===== config.mk =====
export PLATFORM = sky130hd
export DESIGN_NAME = retire_trace
export DESIGN_NICKNAME = d
export VERILOG_FILES = /design/src/rtl/retire_trace.sv
export SDC_FILE = /design/constraint.sdc
export NUM_CORES = 1
export LEC_CHECK = 0
export CORE_ASPECT_RATIO = 1.5
export CORE_MARGIN = 2
export CORE_UTILIZATION = 55
export DETAILED_ROUTE_END_ITERATION = 7
export PLACE_DENSITY = 0.82
export SLEW_MARGIN = 20
export SYNTH_ARGS = -nofsm -noshare
export SYNTH_HDL_FRONTEND = slang
export SYNTH_SLANG_ARGS = --single-unit

===== constraint.sdc =====
create_clock -name i_clk -period 16.8 [get_ports i_clk]
set_clock_uncertainty 0.05 [all_clocks]
set_input_delay 2.52 -clock i_clk [delete_from_list [all_inputs] [get_ports i_clk]]
set_output_delay 2.52 -clock i_clk [all_outputs]
set_load 0.005 [all_outputs]

===== src/rtl/retire_trace.sv =====
// Retired-instruction trace buffer: circular capture of {pc, inst, rd_num, rd}
// with optional PC trigger, pre-trigger history and post-trigger count.
module retire_trace #(
   parameter int DEPTH = 16,
   parameter int XLEN  = 32,
   parameter int CW    = $clog2(DEPTH) + 1
) (
   input  logic            i_clk,
   input  logic            i_rst,
   input  logic            i_valid,
   input  logic [XLEN-1:0] i_pc,
   input  logic [31:0]     i_inst,
   input  logic [4:0]      i_rd_num,
   input  logic [XLEN-1:0] i_rd,
   input  logic            i_arm,
   input  logic            i_stop,
   input  logic            i_wrap,
   input  logic            i_trig_en,
   input  logic [XLEN-1:0] i_trig_pc,
   input  logic [CW-1:0]   i_post_cnt,
   input  logic            i_tr_ready,
   output logic            tr_valid,
   output logic [XLEN-1:0] tr_pc,
   output logic [31:0]     tr_inst,
   output logic [4:0]      tr_rd_num,
   output logic [XLEN-1:0] tr_rd,
   output logic [CW-1:0]   count,
   output logic [1:0]      state,
   output logic [15:0]     overwr
);

   localparam int AW = $clog2(DEPTH);
   localparam int RW = 2*XLEN + 37;

   localparam logic [1:0] IDLE    = 2'd0;
   localparam logic [1:0] ARMED   = 2'd1;
   localparam logic [1:0] CAPTURE = 2'd2;
   localparam logic [1:0] DONE    = 2'd3;

   localparam logic [CW-1:0] FULL    = CW'(DEPTH);
   localparam logic [CW-1:0] FULL_M1 = CW'(DEPTH - 1);
   localparam logic [CW-1:0] ONE     = CW'(1);

   logic [RW-1:0]   mem [DEPTH];
   logic [RW-1:0]   head;
   logic [AW-1:0]   wp, rp;
   logic            wrap_q, trig_en_q;
   logic [XLEN-1:0] trig_pc_q;
   logic [CW-1:0]   post_q, post_left, post_nx, post_clamp;
   logic [1:0]      state_nx;
   logic            match, store, full, pop;

   always_comb begin
      match    = i_valid && (i_pc == trig_pc_q);
      full     = (count == FULL);
      store    = 1'b0;
      state_nx = state;
      post_nx  = post_left;
      case (state)
         ARMED: begin
            if (match) begin
               store = 1'b1;
               // in wrap mode the trigger record itself consumes one post slot
               if (wrap_q) begin
                  post_nx  = post_q - 1'b1;
                  state_nx = (post_q == ONE) ? DONE : CAPTURE;
               end else begin
                  state_nx = (count == FULL_M1) ? DONE : CAPTURE;
               end
            end else if (i_valid && wrap_q) begin
               store = 1'b1;
            end
         end
         CAPTURE: begin
            if (i_valid) begin
               store = 1'b1;
               if (!wrap_q) begin
                  if (count == FULL_M1) state_nx = DONE;
               end else if (trig_en_q) begin
                  post_nx = post_left - 1'b1;
                  if (post_left == ONE) state_nx = DONE;
               end
            end
         end
         default: ;
      endcase
      if (i_stop && (state == ARMED || state == CAPTURE)) state_nx = DONE;
      if (i_arm) store = 1'b0;
   end

   always_comb begin
      post_clamp = i_post_cnt;
      if (i_post_cnt == '0)       post_clamp = ONE;
      else if (i_post_cnt > FULL) post_clamp = FULL;
   end

   assign tr_valid  = (count != '0) && (state == IDLE || state == DONE);
   assign pop       = tr_valid && i_tr_ready;
   assign head      = tr_valid ? mem[rp] : '0;
   assign tr_pc     = head[RW-1 -: XLEN];
   assign tr_inst   = head[XLEN+36 -: 32];
   assign tr_rd_num = head[XLEN+4 -: 5];
   assign tr_rd     = head[XLEN-1:0];

   always_ff @(posedge i_clk) begin
      if (store) mem[wp] <= {i_pc, i_inst, i_rd_num, i_rd};
   end

   always_ff @(posedge i_clk or posedge i_rst) begin
      if (i_rst) begin
         state     <= IDLE;
         wp        <= '0;
         rp        <= '0;
         count     <= '0;
         overwr    <= '0;
         wrap_q    <= 1'b0;
         trig_en_q <= 1'b0;
         trig_pc_q <= '0;
         post_q    <= ONE;
         post_left <= '0;
      end else if (i_arm) begin
         state     <= i_trig_en ? ARMED : CAPTURE;
         wp        <= '0;
         rp        <= '0;
         count     <= '0;
         overwr    <= '0;
         wrap_q    <= i_wrap;
         trig_en_q <= i_trig_en;
         trig_pc_q <= i_trig_pc;
         post_q    <= post_clamp;
         post_left <= '0;
      end else begin
         state     <= state_nx;
         post_left <= post_nx;
         if (store) begin
            wp <= wp + 1'b1;
            // full only occurs in wrap mode: drop the oldest entry
            if (full) begin
               rp <= rp + 1'b1;
               if (overwr != '1) overwr <= overwr + 1'b1;
            end else begin
               count <= count + 1'b1;
            end
         end else if (pop) begin
            rp    <= rp + 1'b1;
            count <= count - 1'b1;
         end
      end
   end

endmodule


== Word-level counts from Yosys, hierarchy flattened ==
Memory sizes are Yosys's and may differ from the RTL's.
Index checks and enable logic that the tools add are counted.

* Input bits: 146
* Output and inout port bits: 125
* Word-level logic and storage cells: 105
* Memory bits (writable): 1616
* Register bits after elaboration: 75
* Memories kept: 1

* Equal/unequal tests: 21
* Mux-type cells: 44
* Reductions and logical operators: 21
* Order comparisons: 1
* Add/subtract/negate cells: 7

{| class="wikitable"
|+ Memory list
! memory !! words !! width !! rd ports !! clocked after Yosys merged registers in !! write ports !! line !! text
|-
| mem || 16 || 101 || 1 || 0 || 1 || 44 || <nowiki>logic [RW-1:0] mem [DEPTH];</nowiki>
|}

{| class="wikitable"
|+ Operators by type and width
! kind !! number
|-
| $mux W101 || 1
|-
| $mux W16 || 4
|-
| $mux W5 || 12
|-
| $eq A32 B32 Y1 || 1
|-
| $mux W4 || 6
|-
| $mux W2 || 9
|-
| $ne A3 B3 Y1 const B || 6
|-
| $add A16 B1 Y16 const B || 1
|-
| $ne A16 B16 Y1 const B || 1
|-
| $ne A5 B4 Y1 const B || 3
|-
| $sub A5 B1 Y5 const B || 3
|-
| $reduce_and A6 Y1 || 2
|-
| $eq A5 B1 Y1 const B || 2
|-
| $pmux W5 S2 || 1
|-
| $mux W1 || 9
|-
| $add A4 B1 Y4 const B || 2
|-
| $ne A4 B3 Y1 const B || 2
|-
| $reduce_bool A2 Y1 || 3
|-
| $reduce_bool A3 Y1 || 2
|-
| $add A5 B1 Y5 const B || 1
|-
| $eq A5 B4 Y1 const B || 1
|-
| $eq A5 B5 Y1 const B || 1
|-
| $gt A5 B5 Y1 const B || 1
|-
| $logic_and A1 B1 Y1 || 5
|-
| other kinds (12) || 15
|}

== Logic depth before layout (Yosys ltp) ==
* Depth in word-level cells: 8
* Mapped depth: 16
* Gate-level depth less buffers: 15

== Worst setup path after synthesis ==
OpenSTA, ideal clock, no wires.

* Path type: input -> register
* From: in i_pc[28]
* To: mem mem[15][0] (netlist bit) (enable)
* Arrival time: 8.108 ns
* Required time: 16.188 ns
* Path buffers: 1
* Setup slack: 8.080 ns
* Cell stages on the path: 8
* Cells stage by stage: xnor2_1 -> nand4_1 -> nor4_2 -> nand4_1 -> nand2_1 -> clkbuf_1 -> nand2_1 -> nor2_1

* Longest elaborated chain between the ends: 7

{| class="wikitable"
|+ Ends and longest elaborated chain
! item !! line !! text
|-
| start: declaration || 11 || <nowiki>input logic [XLEN-1:0] i_pc,</nowiki>
|-
| $eq A32 B32 Y1 || 54 || <nowiki>match = i_valid && (i_pc == trig_pc_q);</nowiki>
|-
| $logic_and A1 B1 Y1 || 54 ||
|-
| $mux W1 || 61 || <nowiki>if (match) begin</nowiki>
|-
| $pmux W1 S2 || 59 || <nowiki>case (state)</nowiki>
|-
| $mux W1 || 88 || <nowiki>if (i_arm) store = 1'b0;</nowiki>
|-
| $mux W1 || 106 || <nowiki>if (store) mem[wp] <= {i_pc, i_inst, i_rd_num, i_rd};</nowiki>
|-
| $mux W1 (not written as such) || 106 ||
|-
| end: declaration || 44 ||
|}

Every way passes these cells.

== Worst setup path in the final report ==
* From: reg rp[0]
* To: out tr_pc[22]

* Longest elaborated chain between the ends: 2

{| class="wikitable"
|+ Ends and longest elaborated chain
! item !! line !! text
|-
| start: declaration || 46 || <nowiki>logic [AW-1:0] wp, rp;</nowiki>
|-
| start signal: assignment || 139 || <nowiki>rp <= rp + 1'b1;</nowiki>
|-
| start signal: assignment || 145 || <nowiki>rp <= rp + 1'b1;</nowiki>
|-
| $mem_v2 Z16 W101 || - ||
|-
| $mux W101 || 99 || <nowiki>assign head = tr_valid ? mem[rp] : '0;</nowiki>
|-
| end: declaration || 23 || <nowiki>output logic [XLEN-1:0] tr_pc,</nowiki>
|}

Every way passes these cells.

==> out/metrics.json <==
{
  "synthesis.instances": {"value": 2815},
  "floorplan.die.height": {"value": 427, "unit": "um"},
  "synth.yosys.warnings": {"value": 0},
  "ys_ff_latch": {"value": 1691},
  "drt-vias-per-instance": {"value": 6.54},
  "pwr-share-seq": {"value": 45.8, "unit": "%"},
  "cts_tree": {"value": "done"},
  "post_route_cells_drive_above_1_share": {"value": 26.2, "unit": "%"},
  "critPathArrivalTime": {"value": 5.29, "unit": "ns"},
  "global_route.usage.met3": {"value": 5.07, "unit": "%"},
  "post_cts_resized": {"value": 0},
  "most_used_dff_post_synth": {"value": "edfxtp_1"},
  "final-setup-viol-count": {"value": 0},
  "dr.pass1.iters": {"value": 7},
  "port-buffer-count": {"value": 270},
  "die_w": {"value": 286, "unit": "um"},
  "timing.setup.tns": {"value": 0, "unit": "ns"},
  "finish.instance_area": {"value": 75200, "unit": "sq um"},
  "number_of_antenna_violations_at_the_first_check_in_global_routing": {"value": 18},
  "crit_chain": {"value": "buf_4 -> buf_4 -> mux4_2 -> mux4_2 -> and3_1 -> clkdlybuf4s50_1"},
  "total_switching_power": {"value": 0.00258, "unit": "W"},
  "seq_area_frac_synth": {"value": 76.9, "unit": "%"},
  "final_antenna_net_count": {"value": 0},
  "internal_power": {"value": 0.00771, "unit": "W"},
  "timing.final.crit_period": {"value": 7.86, "unit": "ns"},
  "power_per_cell_area": {"value": 137, "unit": "nW/um^2"},
  "grtUsageMet1": {"value": 33.2, "unit": "%"},
  "timing.max_cap.violations": {"value": 0},
  "gpl.final_weighted_congestion": {"value": 0.784},
  "fp.coreArea": {"value": 119000, "unit": "sq um"},
  "report.final.hold_viol_count": {"value": 0},
  "dp_hpwl": {"value": 84000, "unit": "um"},
  "data_required_time_at_the_worst_endpoint": {"value": 14.23, "unit": "ns"},
  "clock_insertion_delay_worst_skew": {"value": 0.79, "unit": "ns"},
  "wirelength": {"value": 160000, "unit": "um"},
  "placedInstanceArea": {"value": 70200, "unit": "sq um"},
  "placementRows": {"value": 155},
  "switching_share": {"value": 25.1, "unit": "%"},
  "asyncSetResetFlopFracSynth": {"value": 4.44, "unit": "%"},
  "syn_area": {"value": 65600, "unit": "sq um"},
  "final.period_utilization": {"value": 46.8, "unit": "%"},
  "path_max_fanout": {"value": 49},
  "rsz0062_at_grt": {"value": "false"},
  "cts_root_buf": {"value": "clkbuf_16"},
  "syn_area_per_cell": {"value": 23.3, "unit": "sq um"},
  "result_of_the_run": {"value": "complete, no violations"},
  "timing.fmax": {"value": 127, "unit": "MHz"},
  "mappedNetlistNets": {"value": 2977},
  "grt_max_degree": {"value": 157},
  "cts.path.max_buffers": {"value": 3},
  "tightestPinTransition": {"value": 1.17, "unit": "ns"},
  "finish.net_count": {"value": 3295},
  "global_route.usage.total": {"value": 26.7, "unit": "%"},
  "start_util": {"value": 55.2, "unit": "%"},
  "grt_overflow": {"value": 0},
  "final-max-slew-violation-count": {"value": 0},
  "synth_edf_count": {"value": 1616},
  "grt_pass1_wl": {"value": 232000, "unit": "um"},
  "peakVddDrop": {"value": 0.000126, "unit": "V"},
  "post-cts-setup-buffer-count": {"value": 0},
  "use_met2": {"value": 47.2, "unit": "%"},
  "floorplan.io_pins": {"value": 271},
  "layout-area-overhead-vs-synth": {"value": 14.7, "unit": "%"},
  "drc_errors": {"value": 0},
  "die_area": {"value": 122000, "unit": "sq um"},
  "timing.setup.critical_path_class": {"value": "reg -> out"},
  "synth_cell_type_count": {"value": 59},
  "wl_per_cell": {"value": 33.2, "unit": "um"},
  "slowest_stage": {"value": "buf_4"},
  "top_usage_layer": {"value": "met2"},
  "hold_buf_cts": {"value": 0},
  "timing.critical_path.from_type": {"value": "register"},
  "worst_slew_margin_rel": {"value": 22.1, "unit": "%"},
  "p_clk_share": {"value": 33.8, "unit": "%"},
  "cts_buffers": {"value": 148},
  "p_leak": {"value": 23.1, "unit": "nW"},
  "tightest_hold_check_type": {"value": "reg -> reg"},
  "clk_transition_reported_paths": {"value": 0.07, "unit": "ns"},
  "worst_path_largest_cell_delay": {"value": 0.92, "unit": "ns"},
  "drt_iter0_drc": {"value": 3746},
  "grt_pass1_vias": {"value": 33300},
  "cts_max_level": {"value": 4},
  "worstSetupEndpointType": {"value": "output port"},
  "power.share.combinational": {"value": 20.3, "unit": "%"},
  "vias": {"value": 31600},
  "filler_cell_count": {"value": 7540},
  "cts.sinks": {"value": 1691}
}
-- layout make-up --
| class | count | area (sq um) | area share (%) |
|---|---|---|---|
| Sequential cell | 1691 | 50400 | 67.0 |
| Multi-Input combinational cell | 951 | 14600 | 19.4 |
| Clock buffer | 176 | 3910 | 5.20 |
| Timing Repair Buffer | 322 | 3150 | 4.19 |
| Tap cell | 1570 | 1960 | 2.61 |
| Clock inverter | 93 | 1080 | 1.44 |
| Inverter | 19 | 72.6 | 0.0965 |
| Antenna cell | 7 | 17.5 | 0.0233 |
-- layout by cell type (no fill, tap or decap), drive strengths merged, types with 5 or more instances in the layout --
cell	netlist	layout
nor2	38	38
o31ai	7	7
ha	15	15
a21oi	22	22
buf	53	53
mux4	506	506
or4	7	7
nand4	15	15
nand2	44	44
mux2i	9	9
bufinv	0	17
xnor2	43	43
diode	0	7
mux2	36	36
and3	104	104
o22ai	5	5
clkinvlp	0	16
edfxtp	1616	1616
clkdlybuf4s50	0	269
or3	6	6
dfrtp	74	74
nand3	18	18
nor4	8	8
o21ai	10	10
nor3	6	6
inv	18	24
clkinv	1	55
clkbuf	101	176
-- sequential cells by signal, summed over array words and instances (netlist names) --
register   cells
trig_en_q      1
wp             4
rp             4
state          2
trig_pc_q     32
count          5
post_left      5
mem         1616
post_q         5
wrap_q         1
overwr        16
-- power groups by stage --
| stage | Sequential (W) | Clock [W] | Combinational [W] |
|---|---|---|---|
| after CTS | 0.00472 | 0.00353 | 0.00213 |
| after global placement | 0.00481 | 0 | 0.00207 |
| after global routing | 0.00472 | 0.00366 | 0.00222 |
| after detailed placement | 0.00481 | 0 | 0.00210 |
| after floorplan | 0.00477 | 0 | 0.00134 |
| final | 0.00472 | 0.00348 | 0.00209 |
-- through the flow --
step	util (%)	total power [W]	instances	worst slack, ns	hold WS [ns]
2_1_floorplan	-	0.00611	2815	8.08	0.441
5_1_grt	63.3	0.0106	4824	8.58	0.508
6_report	63.4	0.0103	4829	8.94	0.480
4_1_cts	63.3	0.0104	4821	8.79	0.484
3_3_place_gp	59.1	0.00688	4552	8.36	0.464
3_5_place_dp	59.1	0.00691	4552	8.20	0.469
-- cell usage after synthesis (7+ instances only) --
library cell / count / area (sq um)
nor2_1: 38 / 143
or4_1: 7 / 52.6
dfrtp_1: 74 / 1850
clkbuf_1: 101 / 379
edfxtp_1: 1616 / 48500
buf_2: 39 / 195
inv_1: 18 / 67.6
nand2_1: 44 / 165
a21oi_1: 22 / 110
mux4_2: 506 / 11400
mux2_2: 35 / 394
nor4_1: 7 / 43.8
ha_1: 15 / 188
and3_1: 104 / 651
nand3_1: 18 / 90.1
nand4_1: 15 / 93.8
buf_1: 12 / 45.0
xnor2_1: 43 / 377
o31ai_1: 7 / 52.6
mux2i_1: 9 / 90.1
o21ai_0: 9 / 45.0
-- worst paths after layout --
| path | startpoint | to | slack (ns) | cells past startpoint |
|---|---|---|---|---|
| min reg2reg | trig_pc_q[26] | trig_pc_q[26] | 0.48 | 1 |
| max | rp[0] | tr_pc[22] | 8.94 | 6 |
| max reg2reg | trig_pc_q[1] | mem[2][34] | 11.23 | 9 |
| min | trig_pc_q[26] | trig_pc_q[26] | 0.48 | 1 |
| max in group asynchronous | i_rst | rp[1] | 13.45 | 3 |
| min in group asynchronous | i_rst | post_q[3] | 2.11 | 2 |
-- per-layer routing --
metal  vias up  part of all wire (%)  routed length, um
li1      12600                     -                  -
met1     16800                    34              54900
met2      1795                    54              86600
met3       318                   8.3              13300
met4        18                   3.2               5160
met5         -                 0.064                103
-- cell families (layout without fill, tap and decap cells) --
family / after synthesis / in the layout / share of synthesized area (%)
and+or+nand+nor: 263 / 263 / 2.21
muxes: 551 / 551 / 18.1
AOI/OAI and AO/OA: 77 / 77 / 0.790
adders and majority gates: 16 / 16 / 0.317
other: 0 / 7 / 0
buffers and inverters: 173 / 610 / 1.08
xor gates and xnor gates: 44 / 44 / 0.588
DFF: 1691 / 1691 / 76.9
-- critical path: cells and delay by family (launching register included) --
kind | cells | cell delay, ns
buffers and inverters | 3 | 2.25
multiplexers | 2 | 1.13
flip-flops | 1 | 0.77
AND/OR/NAND/NOR | 1 | 0.28
Power figures use the tool's default switching activity.
